## src/rtl/pa_rtu_split_merge.sv

```systemverilog
// Retire-side merge of LR/SC and AMO split uop streams into one architectural retire.
// Checks uop order, holds interrupt-disable across the sequence, reports expt/seq errors.
//
// state   | meaning
// IDLE    | no sequence open; waiting for FENCE_1
// COLLECT | sequence open; exp_st_q holds the next legal uop code
module pa_rtu_split_merge #(
  parameter int TIMEOUT_W = 8
) (
  input  logic       cpuclk,
  input  logic       cpurst,
  input  logic       rtu_flush,
  input  logic       ex_split_vld,
  input  logic [2:0] ex_split_st,
  input  logic       ex_split_amo,
  input  logic       ex_split_aq,
  input  logic       ex_split_expt,
  output logic       merge_busy,
  output logic       merge_int_dis,
  output logic       merge_retire_vld,
  output logic       merge_retire_amo,
  output logic [2:0] merge_uop_cnt,
  output logic       merge_expt_vld,
  output logic [2:0] merge_expt_st,
  output logic       merge_seq_err
);

  localparam logic [2:0] ST_FENCE_1 = 3'b000;
  localparam logic [2:0] ST_LLSC    = 3'b001;
  localparam logic [2:0] ST_AMO_LD  = 3'b010;
  localparam logic [2:0] ST_AMO_ALU = 3'b011;
  localparam logic [2:0] ST_AMO_ST  = 3'b100;
  localparam logic [2:0] ST_AMO_MOV = 3'b101;
  localparam logic [2:0] ST_FENCE_2 = 3'b110;

  typedef enum logic {IDLE, COLLECT} state_e;

  state_e               state_q, state_d;
  logic [2:0]           exp_st_q, exp_st_d;
  logic                 amo_q, amo_d;
  logic                 aq_q, aq_d;
  logic [2:0]           cnt_q, cnt_d;
  logic [TIMEOUT_W-1:0] wd_q, wd_d;
  logic                 retire_vld_q, retire_vld_d;
  logic                 retire_amo_q, retire_amo_d;
  logic [2:0]           uop_cnt_q, uop_cnt_d;
  logic                 expt_vld_q, expt_vld_d;
  logic [2:0]           expt_st_q, expt_st_d;
  logic                 seq_err_q, seq_err_d;

  logic [2:0]           seq_next;
  logic                 seq_last;
  logic [2:0]           cnt_inc;
  logic [TIMEOUT_W-1:0] wd_inc;
  logic                 fence1_ok;

  assign cnt_inc   = cnt_q + 3'd1;
  assign wd_inc    = wd_q + TIMEOUT_W'(1);
  assign fence1_ok = ex_split_vld & (ex_split_st == ST_FENCE_1) & ~ex_split_expt;

  // Successor of the currently expected code; seq_last marks the closing uop.
  always_comb begin
    seq_next = exp_st_q;
    seq_last = 1'b0;
    case (exp_st_q)
      ST_AMO_LD:  seq_next = ST_AMO_ALU;
      ST_AMO_ALU: seq_next = ST_AMO_ST;
      ST_AMO_ST:  seq_next = ST_AMO_MOV;
      ST_LLSC, ST_AMO_MOV: begin
        if (aq_q) seq_next = ST_FENCE_2;
        else      seq_last = 1'b1;
      end
      default:    seq_last = 1'b1;
    endcase
  end

  always_comb begin
    state_d      = state_q;
    exp_st_d     = exp_st_q;
    amo_d        = amo_q;
    aq_d         = aq_q;
    cnt_d        = cnt_q;
    wd_d         = wd_q;
    retire_vld_d = 1'b0;
    retire_amo_d = retire_amo_q;
    uop_cnt_d    = uop_cnt_q;
    expt_vld_d   = 1'b0;
    expt_st_d    = expt_st_q;
    seq_err_d    = 1'b0;

    if (rtu_flush) begin
      state_d = IDLE;
      wd_d    = '0;
    end else begin
      case (state_q)
        IDLE: begin
          if (fence1_ok) begin
            amo_d    = ex_split_amo;
            aq_d     = ex_split_aq;
            cnt_d    = 3'd1;
            exp_st_d = ex_split_amo ? ST_AMO_LD : ST_LLSC;
            wd_d     = '0;
            state_d  = COLLECT;
          end else if (ex_split_vld && ex_split_st == ST_FENCE_1) begin
            expt_vld_d = 1'b1;
            expt_st_d  = ST_FENCE_1;
            uop_cnt_d  = 3'd1;
          end else if (ex_split_vld) begin
            seq_err_d = 1'b1;
            uop_cnt_d = 3'd1;
          end
        end
        COLLECT: begin
          if (ex_split_vld) begin
            cnt_d = cnt_inc;
            wd_d  = '0;
            if (ex_split_st != exp_st_q) begin
              seq_err_d = 1'b1;
              uop_cnt_d = cnt_inc;
              state_d   = IDLE;
            end else if (ex_split_expt) begin
              expt_vld_d = 1'b1;
              expt_st_d  = ex_split_st;
              uop_cnt_d  = cnt_inc;
              state_d    = IDLE;
            end else if (seq_last) begin
              retire_vld_d = 1'b1;
              retire_amo_d = amo_q;
              uop_cnt_d    = cnt_inc;
              state_d      = IDLE;
            end else begin
              exp_st_d = seq_next;
            end
          end else begin
            wd_d = wd_inc;
            // Watchdog expiry closes the sequence with the uops seen so far.
            if (wd_inc == '1) begin
              seq_err_d = 1'b1;
              uop_cnt_d = cnt_q;
              wd_d      = '0;
              state_d   = IDLE;
            end
          end
        end
        default: state_d = IDLE;
      endcase
    end
  end

  always_ff @(posedge cpuclk) begin
    if (cpurst) begin
      state_q      <= IDLE;
      exp_st_q     <= '0;
      amo_q        <= 1'b0;
      aq_q         <= 1'b0;
      cnt_q        <= '0;
      wd_q         <= '0;
      retire_vld_q <= 1'b0;
      retire_amo_q <= 1'b0;
      uop_cnt_q    <= '0;
      expt_vld_q   <= 1'b0;
      expt_st_q    <= '0;
      seq_err_q    <= 1'b0;
    end else begin
      state_q      <= state_d;
      exp_st_q     <= exp_st_d;
      amo_q        <= amo_d;
      aq_q         <= aq_d;
      cnt_q        <= cnt_d;
      wd_q         <= wd_d;
      retire_vld_q <= retire_vld_d;
      retire_amo_q <= retire_amo_d;
      uop_cnt_q    <= uop_cnt_d;
      expt_vld_q   <= expt_vld_d;
      expt_st_q    <= expt_st_d;
      seq_err_q    <= seq_err_d;
    end
  end

  assign merge_busy       = (state_q == COLLECT);
  assign merge_int_dis    = merge_busy | ((state_q == IDLE) & fence1_ok);
  assign merge_retire_vld = retire_vld_q;
  assign merge_retire_amo = retire_amo_q;
  assign merge_uop_cnt    = uop_cnt_q;
  assign merge_expt_vld   = expt_vld_q;
  assign merge_expt_st    = expt_st_q;
  assign merge_seq_err    = seq_err_q;

endmodule

```

## config.mk

```make
export PLATFORM = sky130hd
export DESIGN_NAME = pa_rtu_split_merge
export DESIGN_NICKNAME = d
export VERILOG_FILES = /design/src/rtl/pa_rtu_split_merge.sv
export SDC_FILE = /design/constraint.sdc
export NUM_CORES = 1
export LEC_CHECK = 0
export ABC_AREA = 1
export ABC_CLOCK_PERIOD_IN_PS = 1550
export CAP_MARGIN = 40
export CORE_MARGIN = 2
export CORE_UTILIZATION = 48
export CTS_BUF_LIST = sky130_fd_sc_hd__clkbuf_16
export CTS_CLUSTER_DIAMETER = 120
export CTS_CLUSTER_SIZE = 8
export DETAILED_ROUTE_END_ITERATION = 7
export PLACE_DENSITY = 0.73
export SETUP_SLACK_MARGIN = 0.1
export SKIP_CTS_REPAIR_TIMING = 1
export SLEW_MARGIN = 15
export SYNTH_ARGS = -nofsm -noshare
export SYNTH_HDL_FRONTEND = slang
export SYNTH_SLANG_ARGS = --single-unit
export TNS_END_PERCENT = 100
```

## constraint.sdc

```tcl
create_clock -name cpuclk -period 1.55 [get_ports cpuclk]
set_input_delay 0.155 -clock cpuclk [delete_from_list [all_inputs] [get_ports cpuclk]]
set_output_delay 0.155 -clock cpuclk [all_outputs]
set_load 0.02 [all_outputs]
```

==> flow_summary.ini <==
[outcome]
status = complete, but fails checks
violations = setup timing

[run]
cap_viol_max_count = 0

[logic_synthesis]
synthArstFlopShare_pct = 0
synth-seq-cells = 27
yosys-top-cells-count = nand2_1, dfxtp_1, nor2_1
avgSynthCellArea_um2 = 6.607
yosys_most_used_dff = dfxtp_1
synthesis.instances = 232
yosys.area.top_type_share_pct = 35.27
synth_cell_type_count = 30
ys_top_cells_by_area = dfxtp_1, nand2_1, nor2_1
synth_edf_count = 0
synth_warnings = 0
synthesis.area_mm2 = 0.001533
synth_nets = 245
ys_seq_area_share_pct = 35.27
synth.most_common_cell = nand2_1
synth_top_area_cell = dfxtp_1

[global_route]
grt_max_degree = 15
grt_overflow = 0
grt_pass1_vias = 1499
grt_first_pass_wirelength_um = 6423
antenna_found_initial = 0
gr-usage-all-layers_pct = 22.91

[min_path]
holdCritPathClass = in2reg
hp-start = ex_split_st[1]

[floorplan]
start_util_pct = 50.20
die_w_um = 60.51
core_mm2 = 0.003053
die-area_mm2 = 0.003661
rows = 20
die_y_um = 60.51
io_pins = 22

[pwr]
p_leak_uw = 0.001039
power.density_mw_per_mm2 = 605.0
ir_worst_vdd_mv = 0.3663

[critical_path]
crit_path_start = wd_q[0]
criticalPathCategory = reg2reg
r2r-start = wd_q[0]
critPathLaunchType = flop
worst-path-max-fanout = 6
end_kind = flop
critPathArrivalTime_ns = 1.72
required_ns = 1.69

[clock_network]
clock_path_buffers = 2
cts_buffers = 3
clk_latency_ns = 0.26
root_buffer = clkbuf_16
h-tree-depth = 1
clkSinkCount = 27
clk_pin_slew_ns = 0.07
cts_tree = yes

[sta]
clock-skew-final_ns = 0.002567
worst_slack_ns = -0.02748
fmax_mhz = 633.9
slew_viol_final = 0
finalHoldViolations = 0
worst-slew-pin-transition_ns = 0.3602
post-route-min-period_ns = 1.577
finalCritPeriodShare_pct = 101.8
rsz0062_at_grt = yes
finalSetupViolations = 6
slew-limit-headroom_pct = 75.84

[placed_design]
place.gp.congestion = 0.9898
placed_cell_area_mm2 = 0.002082
hpwl_um = 2776
port_buffers = 21
place_ws_ns = -0.3172

[layout]
antennaDiodeCount = 0
fillerInstances = 214
layout-drive-gt1-share_pct = 41.20
num-nets-final = 315
area_growth_pct = 59.59
multiInputGateArea_mm2 = 0.001060
seq_area_um2 = 555.5
stdcell_area_mm2 = 0.002446

[route]
post_drt_wl_per_cell_um = 12.93
firstDrtPassIters = 4
vias = 1748
drtIter0Drc = 88
viasPerCell = 5.067
drc_errors = 0
wirelength_um = 4460
final_antenna_net_count = 0
-- per-stage QoR --
| stage | total power, uW | TNS (ns) | hold WS (ns) | std cells | util (%) |
|---|---|---|---|---|---|
| after floorplan | 791.5 | 0 | 0.2241 | 232 | - |
| after global placement | 892.9 | -2.767 | 0.4420 | 332 | 68.20 |
| after detailed placement | 895.1 | -3.159 | 0.4403 | 332 | 68.20 |
| after CTS | 1466 | -0.5860 | 0.4549 | 336 | 70.78 |
| after global routing | 1536 | -0.8948 | 0.3052 | 345 | 80.12 |
| final | 1480 | -0.1259 | 0.2770 | 345 | 80.12 |
-- routing by layer --
layer | vias to the layer above | global-route usage [%] | share of wire [%]
li1 | 898 | - | -
met1 | 791 | 32.03 | 44
met2 | 49 | 36.18 | 49
met3 | 10 | 2.985 | 4.6
met4 | 0 | 8.696 | 1.9
met5 | - | 0 | 0
-- path summary, 6_finish.rpt --
path	depth (start not counted)	to	slack (ns)
setup / recovery	10	wd_q[4]	-0.03
hold / removal	3	merge_expt_st[1]	0.28
setup reg to reg	10	wd_q[4]	-0.03
hold reg to reg	2	merge_retire_amo	0.45
-- flip-flops by register name (all words and copies together) (netlist names) --
| name | count |
|---|---|
| amo_q | 1 |
| cnt_q | 3 |
| merge_expt_st | 3 |
| wd_q | 8 |
| exp_st_q | 3 |
| merge_uop_cnt | 3 |
| merge_seq_err | 1 |
| merge_expt_vld | 1 |
| merge_busy | 1 |
| aq_q | 1 |
| merge_retire_amo | 1 |
| merge_retire_vld | 1 |
-- cell type report --
class,instances,share of cell area [%]
multi-input cells,173,43.32
repair buffers,67,23.79
flip-flops and latches,27,22.71
inverters,30,4.706
clock buffers,3,3.069
well taps,44,2.251
clock inverters,1,0.1535
-- placed cells by master, fill, tap and decap left out, types with 3 or more instances in the layout --
| cell type | Yosys | routed |
|---|---|---|
| dfxtp_2 | 0 | 6 |
| nor2_4 | 1 | 4 |
| clkbuf_16 | 0 | 3 |
| clkdlybuf4s50_1 | 0 | 15 |
| buf_4 | 0 | 43 |
| nand3_2 | 1 | 6 |
| buf_6 | 0 | 3 |
| o21ai_0 | 9 | 9 |
| nor2_1 | 26 | 17 |
| nand2_1 | 65 | 47 |
| a21oi_2 | 0 | 4 |
| a21oi_1 | 17 | 13 |
| nand3_1 | 10 | 4 |
| dfxtp_1 | 27 | 19 |
| inv_2 | 8 | 10 |
| inv_1 | 20 | 18 |
| dlymetal6s2s_1 | 0 | 6 |
| nand4_1 | 9 | 9 |
| nor2_2 | 5 | 11 |
| nand3b_1 | 4 | 4 |
| o21ai_1 | 6 | 4 |
| nand2_2 | 2 | 19 |
| nand2_4 | 3 | 3 |
-- logic make-up (layout without fill, tap and decap cells) --
kind of cell | after synthesis | after routing | synth area share, %
fa+ha+maj | 3 | 3 | 2.449
xor+xnor | 1 | 1 | 0.5715
compound gates | 38 | 38 | 13.88
flops | 27 | 27 | 35.27
simple gates | 131 | 131 | 39.84
buf+inv | 32 | 101 | 8.000
-- power breakdown --
part / leakage [uW] / internal, uW / switching, uW
combinational: 0.000774 / 95.2 / 100
clock: 0.0000423 / 345 / 234
sequential: 0.000223 / 700 / 5.75
total: 0.00104 / 1140 / 340
-- critical path: stages, from the launching register on --
cell	delay, ns
dfxtp_4	0.37
ha_4	0.17
nand3_4	0.10
o21bai_4	0.16
nand2_2	0.10
nor2_4	0.13
nand2_4	0.09
buf_6	0.13
buf_6	0.10
nand3_2	0.05
a21oi_2	0.05
Power figures use the tool's default switching activity.
